<file path="config.mk">
export PLATFORM = sky130hd
export DESIGN_NAME = instr_fetch_unit_flat
export DESIGN_NICKNAME = d
export VERILOG_FILES = /design/src/rtl/instr_fetch_unit_if.sv /design/src/rtl/instr_fetch_unit.sv /design/src/flat_wrapper.sv
export SDC_FILE = /design/constraint.sdc
export NUM_CORES = 1
export LEC_CHECK = 0
export BUFFER_PORTS_ARGS = -buffer_cell sky130_fd_sc_hd__buf_2
export CORE_MARGIN = 1
export CORE_UTILIZATION = 49
export CTS_CLUSTER_SIZE = 30
export DETAILED_ROUTE_END_ITERATION = 6
export PLACE_DENSITY_LB_ADDON = 0.12
export SYNTH_ARGS = -nofsm -noshare
export SYNTH_HDL_FRONTEND = slang
export SYNTH_SLANG_ARGS = --single-unit
</file>
<file path="constraint.sdc">
create_clock -name clk -period 4.47 [get_ports clk]
set_input_delay 0.447 -clock clk [delete_from_list [all_inputs] [get_ports clk]]
set_output_delay 0.447 -clock clk [all_outputs]
set_load 0.005 [all_outputs]
</file>
<file path="src/rtl/instr_fetch_unit_if.sv">
// Memory read bus plus the instruction handshake between the fetch unit (master)
// and the memory / decoder / control side (slave).
interface instr_fetch_unit_if #(
  parameter int ADDR_WIDTH = 16,
  parameter int DATA_WIDTH = 8
);
  logic [ADDR_WIDTH-1:0] mem_addr_o;
  logic                  mem_rd_o;
  logic [DATA_WIDTH-1:0] mem_rdata_i;
  logic [1:0]            len_i;
  logic [DATA_WIDTH-1:0] opcode_o;
  logic [DATA_WIDTH-1:0] operand_lo_o;
  logic [DATA_WIDTH-1:0] operand_hi_o;
  logic [ADDR_WIDTH-1:0] instr_pc_o;
  logic                  instr_valid_o;
  logic                  instr_ready_i;

  modport master (
    output mem_addr_o, mem_rd_o, opcode_o, operand_lo_o, operand_hi_o,
           instr_pc_o, instr_valid_o,
    input  mem_rdata_i, len_i, instr_ready_i
  );

  modport slave (
    input  mem_addr_o, mem_rd_o, opcode_o, operand_lo_o, operand_hi_o,
           instr_pc_o, instr_valid_o,
    output mem_rdata_i, len_i, instr_ready_i
  );
endinterface

</file>
<file path="src/rtl/instr_fetch_unit.sv">
// Byte-serial instruction fetcher: reads a 1..3 byte instruction through a
// one-cycle-latency memory port and presents it with a valid/ready handshake.
module instr_fetch_unit #(
  parameter int                    ADDR_WIDTH   = 16,
  parameter int                    DATA_WIDTH   = 8,
  parameter logic [ADDR_WIDTH-1:0] RESET_VECTOR = 16'hF000
) (
  input  logic                  clk,
  input  logic                  reset,
  instr_fetch_unit_if.master    bus_if,
  input  logic                  pc_load_i,
  input  logic [ADDR_WIDTH-1:0] pc_load_val_i,
  input  logic                  halt_i,
  output logic [ADDR_WIDTH-1:0] pc_o
);

  typedef enum logic [2:0] {
    FETCH_OP, WAIT_OP, DECODE, FETCH_OPR, WAIT_OPR, VALID, HALTED
  } state_e;

  state_e                state_q, state_d;
  logic [ADDR_WIDTH-1:0] pc_q, pc_d;
  logic [ADDR_WIDTH-1:0] instrPc_q, instrPc_d;
  logic [DATA_WIDTH-1:0] opcode_q, opcode_d;
  logic [DATA_WIDTH-1:0] operandLo_q, operandLo_d;
  logic [DATA_WIDTH-1:0] operandHi_q, operandHi_d;
  logic [1:0]            remCount_q, remCount_d;
  logic                  oprIdx_q, oprIdx_d;

  always_ff @(posedge clk or negedge reset) begin
    if (!reset) begin
      state_q <= FETCH_OP;
    end else begin
      state_q <= state_d;
    end
  end

  always_ff @(posedge clk or negedge reset) begin
    if (!reset) begin
      pc_q        <= RESET_VECTOR;
      instrPc_q   <= '0;
      opcode_q    <= '0;
      operandLo_q <= '0;
      operandHi_q <= '0;
      remCount_q  <= '0;
      oprIdx_q    <= 1'b0;
    end else begin
      pc_q        <= pc_d;
      instrPc_q   <= instrPc_d;
      opcode_q    <= opcode_d;
      operandLo_q <= operandLo_d;
      operandHi_q <= operandHi_d;
      remCount_q  <= remCount_d;
      oprIdx_q    <= oprIdx_d;
    end
  end

  always_comb begin
    state_d     = state_q;
    pc_d        = pc_q;
    instrPc_d   = instrPc_q;
    opcode_d    = opcode_q;
    operandLo_d = operandLo_q;
    operandHi_d = operandHi_q;
    remCount_d  = remCount_q;
    oprIdx_d    = oprIdx_q;

    case (state_q)
      FETCH_OP: state_d = WAIT_OP;
      WAIT_OP: begin
        opcode_d    = bus_if.mem_rdata_i;
        instrPc_d   = pc_q;
        operandLo_d = '0;
        operandHi_d = '0;
        pc_d        = pc_q + ADDR_WIDTH'(1);
        state_d     = DECODE;
      end
      DECODE: begin
        if (bus_if.len_i <= 2'd1) begin
          state_d = VALID;
        end else begin
          remCount_d = bus_if.len_i - 2'd1;
          oprIdx_d   = 1'b0;
          state_d    = FETCH_OPR;
        end
      end
      FETCH_OPR: state_d = WAIT_OPR;
      WAIT_OPR: begin
        if (!oprIdx_q) begin
          operandLo_d = bus_if.mem_rdata_i;
        end else begin
          operandHi_d = bus_if.mem_rdata_i;
        end
        oprIdx_d   = 1'b1;
        pc_d       = pc_q + ADDR_WIDTH'(1);
        remCount_d = remCount_q - 2'd1;
        state_d    = (remCount_q == 2'd1) ? VALID : FETCH_OPR;
      end
      VALID: begin
        if (bus_if.instr_ready_i) begin
          state_d = halt_i ? HALTED : FETCH_OP;
        end
      end
      HALTED:  state_d = HALTED;
      default: state_d = FETCH_OP;
    endcase

    // A jump overrides everything, including a handshake, halt and any read in flight.
    if (pc_load_i) begin
      pc_d    = pc_load_val_i;
      state_d = FETCH_OP;
    end
  end

  // The read strobe is gated by reset because reset parks the FSM in FETCH_OP.
  always_comb begin
    bus_if.mem_rd_o      = 1'b0;
    bus_if.instr_valid_o = 1'b0;
    case (state_q)
      FETCH_OP, FETCH_OPR: bus_if.mem_rd_o      = reset;
      VALID:               bus_if.instr_valid_o = 1'b1;
      default:             ;
    endcase
  end

  assign bus_if.mem_addr_o   = pc_q;
  assign bus_if.opcode_o     = opcode_q;
  assign bus_if.operand_lo_o = operandLo_q;
  assign bus_if.operand_hi_o = operandHi_q;
  assign bus_if.instr_pc_o   = instrPc_q;
  assign pc_o                = pc_q;

endmodule

</file>
<file path="src/flat_wrapper.sv">
// flat-port wrapper written by rule: the top's interface ports become plain ports
module instr_fetch_unit_flat 
#(
  parameter int                    ADDR_WIDTH   = 16,
  parameter int                    DATA_WIDTH   = 8,
  parameter logic [ADDR_WIDTH-1:0] RESET_VECTOR = 16'hF000
)
  (clk, reset, pc_load_i, pc_load_val_i, halt_i, pc_o, bus_if_mem_addr_o, bus_if_mem_rd_o, bus_if_opcode_o, bus_if_operand_lo_o, bus_if_operand_hi_o, bus_if_instr_pc_o, bus_if_instr_valid_o, bus_if_mem_rdata_i, bus_if_len_i, bus_if_instr_ready_i);
  instr_fetch_unit_if #(.ADDR_WIDTH(ADDR_WIDTH), .DATA_WIDTH(DATA_WIDTH)) bus_if_i ();
  input  logic clk;
  input  logic reset;
  input  logic pc_load_i;
  input  logic [ADDR_WIDTH-1:0] pc_load_val_i;
  input  logic halt_i;
  output logic [ADDR_WIDTH-1:0] pc_o;
  output wire logic [$bits(bus_if_i.mem_addr_o)-1:0] bus_if_mem_addr_o;
  output wire logic [$bits(bus_if_i.mem_rd_o)-1:0] bus_if_mem_rd_o;
  output wire logic [$bits(bus_if_i.opcode_o)-1:0] bus_if_opcode_o;
  output wire logic [$bits(bus_if_i.operand_lo_o)-1:0] bus_if_operand_lo_o;
  output wire logic [$bits(bus_if_i.operand_hi_o)-1:0] bus_if_operand_hi_o;
  output wire logic [$bits(bus_if_i.instr_pc_o)-1:0] bus_if_instr_pc_o;
  output wire logic [$bits(bus_if_i.instr_valid_o)-1:0] bus_if_instr_valid_o;
  input wire logic [$bits(bus_if_i.mem_rdata_i)-1:0] bus_if_mem_rdata_i;
  input wire logic [$bits(bus_if_i.len_i)-1:0] bus_if_len_i;
  input wire logic [$bits(bus_if_i.instr_ready_i)-1:0] bus_if_instr_ready_i;
  assign bus_if_mem_addr_o = bus_if_i.mem_addr_o;
  assign bus_if_mem_rd_o = bus_if_i.mem_rd_o;
  assign bus_if_opcode_o = bus_if_i.opcode_o;
  assign bus_if_operand_lo_o = bus_if_i.operand_lo_o;
  assign bus_if_operand_hi_o = bus_if_i.operand_hi_o;
  assign bus_if_instr_pc_o = bus_if_i.instr_pc_o;
  assign bus_if_instr_valid_o = bus_if_i.instr_valid_o;
  assign bus_if_i.mem_rdata_i = bus_if_mem_rdata_i;
  assign bus_if_i.len_i = bus_if_len_i;
  assign bus_if_i.instr_ready_i = bus_if_instr_ready_i;
  instr_fetch_unit #(.ADDR_WIDTH(ADDR_WIDTH), .DATA_WIDTH(DATA_WIDTH), .RESET_VECTOR(RESET_VECTOR)) u_core (.clk(clk), .reset(reset), .bus_if(bus_if_i), .pc_load_i(pc_load_i), .pc_load_val_i(pc_load_val_i), .halt_i(halt_i), .pc_o(pc_o));
endmodule
</file>
==> impl_metrics.toml, run 1 <==
[yosys]
ys_seq_elements = 62
synth_simple_gate_area_share = 0.179
yosysWarningCount = 0
synthArstFlopShare = 1.00
synth_area_leaders = "dfrtp_1 48%, mux2_2 9.0%, nand2_1 5.4%"
syn-cell-area_um2 = 3010
synth_common_cells = "58 x dfrtp_1, 43 x nand2_1, 24 x mux2_2"
synthCells = 276
syn-num-nets = 310
yosysSeqAreaShare = 0.517
synth_adder_area_share = 0.0125
synthMuxAreaShare = 0.106
synth_top_cell_by_area = "dfrtp_1"
synth_top_area_frac = 0.483
synth_enable_flop_cells = 0
ys.flop_type = "dfrtp_1"
syn_area_per_cell_um2 = 10.9
synth_most_common_cell = "dfrtp_1"
synth_top_family_by_area = "simple AND/OR/NAND/NOR gates"
synth_xor_area_frac = 0.0291
synth-compound-area-share = 0.0903
synth_cell_types = 40

[cts]
cts_buffer_depth = 2
cts_tree = "yes"
post_cts_buffers = 0
cts_buffers = 9
htreeDepth = 3
clk_latency_ns = 0.34
cts_resized = 0
clk_pin_slew_ns = 0.07
root_buffer = "clkbuf_8"
postCtsHoldBufs = 0
clock_sinks = 62

[global_route]
use_met1 = 0.272
antenna_found_initial = 0
grt_overflow = 0
grt_pass1_vias = 2106
use_met3 = 0.0477
grt_util_met2 = 0.318
grt_pass1_wl_mm = 9.93
grt.busiest_layer = "met2"
grt_util_all_layers = 0.206
grt_start_max_net_pins = 64

[timing]
period_minus_slack_ns = 2.37
finalCritPeriodShare = 0.530
finalSetupViolCount = 0
drv_slew = 0
final-hold-violation-count = 0
grt_setup_unrepaired = "false"
fmax_ghz = 0.422
tightest_slew_ns = 0.987
fin_skew_ns = 0.00896
hold_slack_ns = 0.271
tns_ns = 0
relSlewSlack = 0.342

[floorplan]
die-area_um2 = 6460
start_util = 0.508
die_w_um = 80.4
die_h_um = 80.4
std_cell_rows = 28
io_pins = 105
core_area_um2 = 5920

[setup_path]
r2r-start = "u_core.state_q[1]"
timing.rr.end = "u_core.bus_if.operand_hi_o[5]"
cp_max_fo = 16
cp-end-kind = "register"
required_ns = 4.64
regToRegSetupSlack_ns = 2.10
r2r_cells = 4
critPathLaunchType = "register"
cp.arrival_ns = 2.54
crit_type = "register to register"

[final_layout]
area_delta_synth_final_pct = 22.6
finalNonFillerCells = 445
final_nets = 399
drive_above_1_share = 0.430
antenna_cells = 0

[pwr]
seqPwrFrac = 0.448
pwr-share-comb = 0.255
p_sw_frac = 0.297
clock_power_share = 0.298
power_mw = 1.80
p_leak_nw = 1.75
p_per_area_nw_per_um2 = 489
p_sw_mw = 0.537
internal_power_mw = 1.27
ir_worst_vdd_v = 0.000292

[detailed_routing]
dr_total_vias = 2289
dr.pass1.iters = 6
wl_per_cell_um = 14.1
via_per_inst = 5.14
antenna_left = 0
drtIter0Drc = 102
routed_wl_mm = 6.29
drc_errors = 0

[place]
gp_congestion = 0.752
dp_hpwl_mm = 4.26
port_buffers = 104
dp_cells = 429

[hold_path]
hold_path_class = "input port to asynchronous set/reset pin"

[job]
drv_cap = 0

[run_status]
status = "completed"
-- area by class of cell --
class	count	area [um^2]
fillers	501	2230
flip-flops and latches	62	1560
multi-input cells	180	1260
repair buffers	107	543
clock buffers	10	128
well taps	75	93.8
clock inverters	6	86.3
inverters	5	18.8
-- worst max-delay path, cell delays in order, from the launching register on --
cell and delay, ns:
dfrtp_1 0.55, nor3b_2 0.84, a21oi_1 0.52, nand2_1 0.19, o21ai_0 0.10
-- flip-flops by register name (all words and copies together), names as in the netlist --
signal	count
u_core.state_q	3
u_core.bus_if.operand_hi_o	8
u_core.oprIdx_q	1
u_core.bus_if.mem_addr_o	16
u_core.bus_if.operand_lo_o	8
u_core.bus_if.opcode_o	8
u_core.remCount_q	2
u_core.bus_if.instr_pc_o	16
-- power by group through the flow --
stage                     registers [mW]  logic [mW]  clock network, mW
after global routing               0.831       0.516              0.573
after global placement             0.812       0.456                  0
after detailed placement           0.819       0.466                  0
after floorplan                    0.812       0.277                  0
final                              0.808       0.460              0.537
after CTS                          0.809       0.468              0.550
-- kinds of logic after synthesis --
family | count (synthesis)
XOR/XNOR | 10
buffers and inverters | 34
flip-flops | 62
adder cells (fa/ha/maj) | 3
AO/OA/AOI/OAI | 47
multiplexers | 29
AND/OR/NAND/NOR | 91
-- through the flow --
stage | worst slack (ns) | utilization | area [um^2]
2_1_floorplan | 2.85 | - | 3010
3_3_place_gp | 2.24 | 0.587 | 3470
3_5_place_dp | 2.11 | 0.587 | 3470
4_1_cts | 2.10 | 0.623 | 3690
5_1_grt | 1.87 | 0.623 | 3690
6_report | 2.10 | 0.623 | 3690
-- metal layers --
metal	vias up	routed length, um
met3	8	317
met2	73	2960
met4	0	87
met5	-	0
li1	1123	-
met1	1085	2920
-- cells in the final DEF, fill, tap and decap left out, types with 6 or more instances in the layout --
cell type    n
o21ai_1     10
clkbuf_8     9
a21oi_1      6
mux2_2      24
xnor2_1     10
o21ai_0     21
dfrtp_1     58
nand2_1     43
nor2_1       7
buf_2      104
-- worst max-delay path by stage --
stage	to	slack [ns]	from	cells past startpoint
2_1_floorplan	u_core.bus_if.mem_addr_o[11]	2.85	u_core.state_q[2]	6
3_3_place_gp	u_core.bus_if.operand_hi_o[5]	2.24	u_core.state_q[1]	4
3_5_place_dp	u_core.bus_if.operand_hi_o[5]	2.11	u_core.state_q[1]	4
4_1_cts	u_core.bus_if.operand_hi_o[5]	2.10	u_core.state_q[1]	4
5_1_grt	u_core.bus_if.operand_hi_o[2]	1.87	u_core.state_q[1]	4
6_report	u_core.bus_if.operand_hi_o[5]	2.10	u_core.state_q[1]	4
Note: power is estimated with default switching activity, not from simulation.
==> run 2: changes to the inputs <==
- CORE_UTILIZATION: 49 -> 45
- clock period: 4.47 -> 1.9 ns (I/O delays scaled with it)
==> run 2 against run 1 <==
Compared with the run above:
- worst hold slack got worse by 0.21 ns
- critical path depth rose by 1
- register-to-register slack got worse by 2.0 ns
- first-iteration DRC count fell by 14%
- global-route usage fell by 1.7 points
- worst setup slack got worse by 2.0 ns
- critical endpoint is now u_core.bus_if.mem_addr_o[10]
==> impl_metrics.toml, run 2 (same netlist as run 1, synthesis figures left out) <==
[run_status]
status = "completed"

[place]
place_worst_setup_slack_ns = -0.0554
dp_cells = 439
gp_congestion = 0.780
dp_hpwl_mm = 4.48
port_buffers = 104
dpl_cell_area_um2 = 3540

[detailed_routing]
wl_met1_mm = 2.77
met3_length_um = 474
routed_wl_mm = 6.26
highest_layer = "met4"
via_per_inst = 5.10
wl_met2_mm = 2.95
dr.pass1.iters = 4
dr_total_vias = 2316
antenna_left = 0
drc_errors = 0
drtIter0Drc = 88
wl_per_cell_um = 13.8

[global_route]
grt_pass1_wl_mm = 10.4
antenna_found_initial = 0
grt_util_all_layers = 0.190
grt_start_max_net_pins = 63
grt_pass1_vias = 2168
grt_overflow = 0

[timing]
tightest_slew_ns = 0.783
fin_ws_ns = 0.111
finalSetupViolCount = 0
grt_setup_unrepaired = "false"
relSlewSlack = 0.478
final-hold-violation-count = 0
fmax_ghz = 0.559
fin_skew_ns = 0.00426
period_minus_slack_ns = 1.79
finalCritPeriodShare = 0.942
drv_slew = 0

[hold_path]
whs_path_depth = 3
hold_path_class = "input port to register"

[final_layout]
drive_above_1_share = 0.448
filler_cell_count = 576
final_common_cell = "buf_2"
antenna_cells = 0
fin_area_um2 = 3780
final_cell_mix = "104 x buf_2, 58 x dfrtp_1, 43 x nand2_1, 24 x mux2_2, 21 x o21ai_0"
finalNonFillerCells = 454
area_delta_synth_final_pct = 25.8
final_nets = 407

[floorplan]
die-area_um2 = 7010
std_cell_rows = 29
start_util = 0.471
core_area_um2 = 6390
die_h_um = 83.8
die_w_um = 83.8
io_pins = 105

[setup_path]
cp_max_fo = 6
endpoint = "u_core.bus_if.mem_addr_o[10]"
crit_family = "simple AND/OR/NAND/NOR gates"
timing.rr.end = "u_core.bus_if.mem_addr_o[10]"
r2r-start = "u_core.bus_if.mem_addr_o[1]"
r2r_cells = 5
cp.depth = 5
cp_cell_sequence = "ha_1 > nand3b_1 > nor4_4 > nor3b_1 > a221o_1"
critPathLaunchType = "register"
critPathMaxStageDelay_ns = 0.50
regToRegSetupSlack_ns = 0.11
cp-startpoint = "u_core.bus_if.mem_addr_o[1]"
cp_num_buf_inv = 0
required_ns = 2.12
crit_type = "register to register"
cp_slowest_cell = "dfrtp_1"
cp.arrival_ns = 2.01
cp-end-kind = "register"

[cts]
cts_tree = "yes"
clock_sinks = 62
clk_pin_slew_ns = 0.07
clk_latency_ns = 0.34
cts_buffers = 9
post_cts_buffers = 0
htreeDepth = 3
postCtsHoldBufs = 0
root_buffer = "clkbuf_8"
cts_buffer_depth = 2

[pwr]
ir_worst_vdd_v = 0.000761
p_leak_nw = 1.81
p_per_area_nw_per_um2 = 1150

[job]
drv_cap = 0
## run 2: cell types whose count changed in the layout (fill, tap and decap cells not counted), moves of 2 or more
cell / change
buf_4: +8
clkbuf_8: +2
clkinv_2: -2
a21oi_1: -2
a21oi_2: +2
## run 2: report_power, final
group	total, mW	switching (mW)	internal (mW)
combinational	1.15	0.528	0.626
sequential	1.89	0.226	1.66
clock	1.31	0.505	0.804
total	4.35	1.26	3.09
## run 2: worst min-delay path by stage
stage,from,endpoint,slack (ns)
2_1_floorplan,reset,u_core.bus_if.instr_pc_o[0],-0.11
3_3_place_gp,pc_load_val_i[0],u_core.bus_if.mem_addr_o[0],0.40
3_5_place_dp,pc_load_val_i[12],u_core.bus_if.mem_addr_o[12],0.40
4_1_cts,pc_load_val_i[12],u_core.bus_if.mem_addr_o[12],0.04
5_1_grt,pc_load_val_i[12],u_core.bus_if.mem_addr_o[12],0.04
6_report,pc_load_val_i[12],u_core.bus_if.mem_addr_o[12],0.06
## run 2: stage by stage
step / hold WS (ns) / utilization / power [mW] / setup TNS [ns]
6_report: 0.0572 / 0.592 / 4.35 / 0
5_1_grt: 0.0416 / 0.592 / 4.59 / 0
3_3_place_gp: 0.401 / 0.554 / 3.03 / -0.0126
2_1_floorplan: -0.106 / - / 2.56 / 0
3_5_place_dp: 0.405 / 0.554 / 3.07 / -0.414
4_1_cts: 0.0411 / 0.591 / 4.41 / 0
## run 2: final cells by class
| cell class | instances | area (um^2) | area share |
|---|---|---|---|
| tap | 77 | 96.3 | 0.0255 |
| clock buffer | 12 | 155 | 0.0410 |
| sequential | 62 | 1560 | 0.411 |
| clock inverter | 3 | 67.6 | 0.0179 |
| multi-input combinational | 180 | 1290 | 0.340 |
| timing repair buffer | 115 | 603 | 0.159 |
| inverter | 5 | 18.8 | 0.00496 |
## run 2: what timing repair did
action / 4_1_cts / 5_1_grt
resized for setup: 3 / 1
hold endpoints to repair: 0 / 0
endpoints found under the setup margin: 13 / 1
## run 2: layer usage
metal  vias up  GRT usage
met5         -          0
met1      1092      0.238
met4         0     0.0555
met2        74      0.299
met3         8     0.0801
li1       1142          -
## run 2: worst reg2reg max path: cells and delay by family (launching register included)
family                   cells  cell delay [ns]
adder cells (fa/ha/maj)      1             0.22
flip-flops                   1             0.50
AO/OA/AOI/OAI                1             0.28
AND/OR/NAND/NOR              3             0.68
